**src/rtl/dptrain.sv**
```systemverilog
// DisplayPort single-lane link-training sequencer: owns the PHY control word and
// drives clock recovery / channel equalization through DPCD accesses on an AUX master.
module dptrain #(
    parameter int unsigned RST_CYC   = 256,
    parameter int unsigned WAIT_CYC  = 4096,
    parameter int unsigned MAX_TRIES = 5,
    parameter logic [7:0]  LINK_BW   = 8'h0A
) (
    input  logic        usrclk,
    input  logic        reset,
    input  logic        start,
    output logic        phy_reset,
    output logic [1:0]  phy_mode,
    output logic        aux_req,
    output logic        aux_wr,
    output logic [19:0] aux_addr,
    output logic [7:0]  aux_wdata,
    input  logic        aux_ack,
    input  logic        aux_err,
    input  logic [7:0]  aux_rdata,
    output logic        busy,
    output logic        done,
    output logic        fail
);

    typedef enum logic [3:0] {
        S_IDLE, S_PHYRST, S_CFG0, S_CFG1,
        S_CRWR, S_CRWAIT, S_CRRD,
        S_EQWR, S_EQWAIT, S_EQRD,
        S_END, S_FAILWR, S_FAIL, S_RUN
    } state_t;

    localparam logic [15:0] RST_LAST  = (RST_CYC == 0)  ? 16'd0 : 16'(RST_CYC - 1);
    localparam logic [15:0] WAIT_LAST = (WAIT_CYC == 0) ? 16'd0 : 16'(WAIT_CYC - 1);

    state_t      state_q, state_d;
    logic        prst_q, prst_d;
    logic [1:0]  mode_q, mode_d;
    logic        req_q, req_d;
    logic        wr_q, wr_d;
    logic [19:0] addr_q, addr_d;
    logic [7:0]  wdata_q, wdata_d;
    logic [15:0] rst_cnt_q, rst_cnt_d;
    logic [15:0] wait_q, wait_d;
    logic [2:0]  try_q, try_d;
    logic        busy_q, done_q, fail_q;

    logic        acked, in_cr, pass, iss, iss_wr;
    logic [19:0] iss_addr;
    logic [7:0]  iss_data;
    logic [2:0]  try_inc;
    logic        unused_rdata;

    assign unused_rdata = ^aux_rdata[7:3];

    always_comb begin
        state_d   = state_q;
        prst_d    = prst_q;
        mode_d    = mode_q;
        req_d     = req_q;
        wr_d      = wr_q;
        addr_d    = addr_q;
        wdata_d   = wdata_q;
        rst_cnt_d = rst_cnt_q;
        wait_d    = wait_q;
        try_d     = try_q;
        iss       = 1'b0;
        iss_wr    = 1'b1;
        iss_addr  = 20'h00102;
        iss_data  = 8'h00;
        acked     = req_q && aux_ack;
        in_cr     = (state_q == S_CRRD);
        pass      = in_cr ? aux_rdata[0] : (aux_rdata[2:0] == 3'b111);
        try_inc   = (try_q == 3'd7) ? try_q : try_q + 3'd1;

        case (state_q)
            S_IDLE, S_RUN, S_FAIL: begin
                if (start) begin
                    state_d   = S_PHYRST;
                    prst_d    = 1'b1;
                    mode_d    = 2'd0;
                    rst_cnt_d = '0;
                end
            end
            S_PHYRST: begin
                rst_cnt_d = rst_cnt_q + 16'd1;
                if (rst_cnt_q == RST_LAST) begin
                    prst_d  = 1'b0;
                    state_d = S_CFG0;
                end
            end
            S_CFG0, S_CFG1: begin
                iss      = !req_q;
                iss_addr = (state_q == S_CFG0) ? 20'h00100 : 20'h00101;
                iss_data = (state_q == S_CFG0) ? LINK_BW : 8'h81;
                if (acked) begin
                    req_d = 1'b0;
                    if (aux_err)                 state_d = S_FAILWR;
                    else if (state_q == S_CFG0)  state_d = S_CFG1;
                    else begin
                        state_d = S_CRWR;
                        mode_d  = 2'd2;
                        try_d   = '0;
                    end
                end
            end
            // Pattern write: a write error is not fatal, the status reads decide.
            S_CRWR, S_EQWR: begin
                iss      = !req_q;
                iss_data = (state_q == S_CRWR) ? 8'h21 : 8'h22;
                if (acked) begin
                    req_d   = 1'b0;
                    wait_d  = '0;
                    state_d = (state_q == S_CRWR) ? S_CRWAIT : S_EQWAIT;
                end
            end
            S_CRWAIT, S_EQWAIT: begin
                wait_d = wait_q + 16'd1;
                if (wait_q == WAIT_LAST) begin
                    iss      = 1'b1;
                    iss_wr   = 1'b0;
                    iss_addr = 20'h00202;
                    state_d  = (state_q == S_CRWAIT) ? S_CRRD : S_EQRD;
                end
            end
            S_CRRD, S_EQRD: begin
                if (acked) begin
                    req_d = 1'b0;
                    if (!aux_err && pass) begin
                        if (in_cr) begin
                            state_d = S_EQWR;
                            mode_d  = 2'd3;
                            try_d   = '0;
                        end else begin
                            state_d = S_END;
                        end
                    end else begin
                        try_d  = try_inc;
                        wait_d = '0;
                        if (32'(try_inc) >= MAX_TRIES) state_d = S_FAILWR;
                        else state_d = in_cr ? S_CRWAIT : S_EQWAIT;
                    end
                end
            end
            S_END: begin
                iss = !req_q;
                if (acked) begin
                    req_d   = 1'b0;
                    mode_d  = 2'd1;
                    state_d = S_RUN;
                end
            end
            S_FAILWR: begin
                iss = !req_q;
                if (acked) begin
                    req_d   = 1'b0;
                    mode_d  = 2'd0;
                    state_d = S_FAIL;
                end
            end
            default: state_d = S_IDLE;
        endcase

        if (iss) begin
            req_d   = 1'b1;
            wr_d    = iss_wr;
            addr_d  = iss_addr;
            wdata_d = iss_data;
        end
    end

    always_ff @(posedge usrclk) begin
        if (reset) begin
            state_q   <= S_IDLE;
            prst_q    <= 1'b1;
            mode_q    <= 2'd0;
            req_q     <= 1'b0;
            wr_q      <= 1'b0;
            addr_q    <= '0;
            wdata_q   <= '0;
            rst_cnt_q <= '0;
            wait_q    <= '0;
            try_q     <= '0;
            busy_q    <= 1'b0;
            done_q    <= 1'b0;
            fail_q    <= 1'b0;
        end else begin
            state_q   <= state_d;
            prst_q    <= prst_d;
            mode_q    <= mode_d;
            req_q     <= req_d;
            wr_q      <= wr_d;
            addr_q    <= addr_d;
            wdata_q   <= wdata_d;
            rst_cnt_q <= rst_cnt_d;
            wait_q    <= wait_d;
            try_q     <= try_d;
            busy_q    <= !(state_d inside {S_IDLE, S_RUN, S_FAIL});
            done_q    <= (state_d == S_RUN);
            fail_q    <= (state_d == S_FAIL);
        end
    end

    assign phy_reset = prst_q;
    assign phy_mode  = mode_q;
    assign aux_req   = req_q;
    assign aux_wr    = wr_q;
    assign aux_addr  = addr_q;
    assign aux_wdata = wdata_q;
    assign busy      = busy_q;
    assign done      = done_q;
    assign fail      = fail_q;

endmodule

```
**config.mk**
```make
export PLATFORM = sky130hd
export DESIGN_NAME = dptrain
export DESIGN_NICKNAME = d
export VERILOG_FILES = /design/src/rtl/dptrain.sv
export SDC_FILE = /design/constraint.sdc
export NUM_CORES = 1
export LEC_CHECK = 0
export BUFFER_PORTS_ARGS = -buffer_cell sky130_fd_sc_hd__clkbuf_2
export CAP_MARGIN = 20
export CORE_ASPECT_RATIO = 2
export CORE_MARGIN = 2
export CORE_UTILIZATION = 50
export DETAILED_ROUTE_END_ITERATION = 16
export PLACE_DENSITY = 0.68
export SKIP_CTS_REPAIR_TIMING = 1
export SLEW_MARGIN = 10
export SYNTH_ARGS = -nofsm -noshare
export SYNTH_HDL_FRONTEND = slang
export SYNTH_SLANG_ARGS = --single-unit
```
**constraint.sdc**
```tcl
create_clock -name usrclk -period 2.6 [get_ports usrclk]
set_clock_uncertainty 0.15 [all_clocks]
set_input_delay 0 -clock usrclk [delete_from_list [all_inputs] [get_ports usrclk]]
set_output_delay 0 -clock usrclk [all_outputs]
set_load 0.03 [all_outputs]
```
==> metrics.yaml <==
placed_design:
  place_hpwl_um: 5620
  portBuffers: 24
  gp_congestion: 0.826
logic_synthesis:
  synth.largest_area_cell: "dfxtp_1"
  synth_ff_type: "dfxtp_1"
  synth_edf_count: 0
  yosysUniqueCellTypes: 72
  syn_inst: 416
  synth_area_leaders: "dfxtp_1, nor2_1, nand2_1"
  ys_ff_latch: 56
  ys.warnings.count: 0
  netlist_area_mm2: 0.00337
  postSynth.asyncResetShare: 0
  synth_seq_area_share: 0.333
  postSynthAreaPerCell_um2: 8.10
  yosys.area.top_type_share: 0.333
flow_run:
  drv_cap: 0
drt:
  vias: 3046
  drtIter0Drc: 174
  totalWireLength_um: 7740
  drtPass1Iterations: 4
  ant_nets: 0
  drcViolationCount: 0
  viasPerCell: 5.65
  routedWlPerCell_um: 14.4
power_and_ir_drop:
  p_leak_nw: 1.39
  power_frac_clock: 0.390
  powerDensity_mw_per_mm2: 451
  irDropWorstVdd_uv: 542
  internal-power_mw: 1.26
  p_seq_frac: 0.517
  p_switching_mw: 0.420
  finalPower_mw: 1.68
  switching_share: 0.250
  p_comb_frac: 0.094
run_status:
  status: "finished, final reports clean"
grt:
  grt_pass1_vias: 2944
  antenna_found_initial: 0
  grt_overflow: 0
  grt_pass1_wl_um: 13000
  track_usage: 0.227
  grt_max_degree: 35
worst_setup_path:
  cp_max_fo: 9
  cp.arrival_ps: 2510
  worstPathRequired_ps: 2670
  cp-start-kind: "flip-flop"
  critPathSlowestCell: "dfxtp_1"
  path_cells: "or4b_1 -> nor4_1 -> and2_1 -> nand4_1 -> mux2_1 -> nor2_1"
  critical-path-max-stage-delay_ps: 580
  cp-end-kind: "flip-flop"
  path_class: "flip-flop to flip-flop"
floorplanning:
  row_count: 42
  die_w_um: 62.0
  initial_core_util: 0.513
  io_pins: 49
  dieArea_mm2: 0.00745
  die_h_um: 120
  coreArea_mm2: 0.00657
timing:
  fmax_mhz: 410
  worst_pin_slew_ps: 758
  period_needed_ps: 2440
  min_period_over_period: 0.938
  tns_ps: 0
  rsz0062_at_grt: "no"
  relSlewSlack: 0.495
  setup_viol: 0
  finalHoldViolCount: 0
  slew_viol_final: 0
clocking:
  clockRootBuffer: "clkbuf_16"
  cts.sinks: 56
  path_clk_slew_ps: 70
  cts_made_buffers: 5
  cts_buffer_depth: 2
  clk_latency_ps: 300
  cts_tree: "done"
  htree_levels: 2
finish:
  final_common_cell: "dfxtp_1"
  layout-drive-gt1-share: 0.157
  num-nets-final: 467
  n_antenna_cell: 0
  final_cell_mix: "dfxtp_1, nor2_1, nand2_1"
  areaGrowthSynthToFinish_pct: 10.6
  fillers: 655
hold_path:
  hp-class: "input pin to flip-flop"
## per-stage QoR
| stage | cells | hold WS, ps | setup WS, ps | util | cell area [µm²] |
|---|---|---|---|---|---|
| floorplan | 434 | 30.3 | 249 | - | 3440 |
| global placement | 530 | 287 | 203 | 0.544 | 3570 |
| detailed placement | 530 | 293 | 165 | 0.544 | 3570 |
| CTS | 537 | 14.4 | 120 | 0.564 | 3700 |
| global route | 539 | 43.0 | 42.5 | 0.567 | 3730 |
| finish | 539 | 16.4 | 161 | 0.567 | 3730 |
## area by class of cell
class / count / area [µm²] / area share
Multi-Input combinational cell: 332 / 2000 / 0.537
Sequential cell: 56 / 1120 / 0.301
Timing Repair Buffer: 49 / 333 / 0.0893
Clock buffer: 6 / 129 / 0.0346
Tap cell: 88 / 110 / 0.0295
Inverter: 7 / 26.3 / 0.00705
Clock inverter: 1 / 5.00 / 0.00134
## Yosys cell counts, types with 2 or more instances
cell type	number
or3b_1	3
a21o_1	4
buf_2	4
o31ai_1	2
xor2_1	4
o211ai_1	4
dfxtp_1	56
mux2i_1	7
nand3b_1	2
mux2_1	3
clkbuf_1	8
buf_4	19
nor4_1	7
a311oi_1	7
nor2_1	53
nor2b_1	6
and4_1	2
nand3_1	18
and3_1	4
xnor2_1	13
o21bai_1	2
o21a_1	2
and2_1	2
inv_1	7
a21oi_1	28
a32oi_1	3
o22ai_1	3
o21ai_0	12
nand2b_1	9
or3_1	8
a41oi_1	2
nand4_1	7
nand2_1	45
buf_6	2
ha_1	3
o32ai_1	3
nor4bb_1	3
a21oi_4	2
nor3_1	11
clkbuf_8	4
## layer usage
layer  part of all wire  track usage
met5                  0            0
met2               0.55        0.400
met4              0.047        0.126
met1               0.37        0.233
met3              0.030       0.0409
## worst paths after layout
kind	from	end	slack, ps	cells past startpoint
max	state_q[0]	rst_cnt_q[15]	160	6
min	aux_ack	aux_req	20	4
max reg2reg	state_q[0]	rst_cnt_q[15]	160	6
min reg2reg	aux_wdata[7]	aux_wdata[7]	300	2
## critical path, delay by kind of cell, from the launching register on
family	cells	cell delay, ps
and+or+nand+nor	5	1310
DFF	1	580
muxes	1	320
## kinds of logic (layout without fill, tap and decap cells)
logic type,count (synthesis),count (layout),synth area share
and+or+nand+nor,198,198,0.313
AOI/OAI and AO/OA,85,85,0.172
DFF,56,56,0.333
buffers and inverters,46,63,0.0951
xor gates and xnor gates,17,17,0.0442
muxes,10,10,0.0308
adders and majority gates,3,3,0.0111
other,1,19,0.00111
## registers in the layout (all words and copies together) (netlist names), 2 cells and up
signal and count:
aux_addr 4, aux_wdata 5, rst_cnt_q 16, phy_mode 2
try_q 3, wait_q 16, state_q 4
## power groups by stage
stage	Combinational, mW	Clock (mW)	Sequential [mW]
after floorplan	0.138	0	0.887
after global placement	0.155	0	0.887
after detailed placement	0.157	0	0.888
after CTS	0.157	0.681	0.868
after global routing	0.173	0.695	0.868
final	0.158	0.655	0.868
Power figures use the tool's default switching activity.
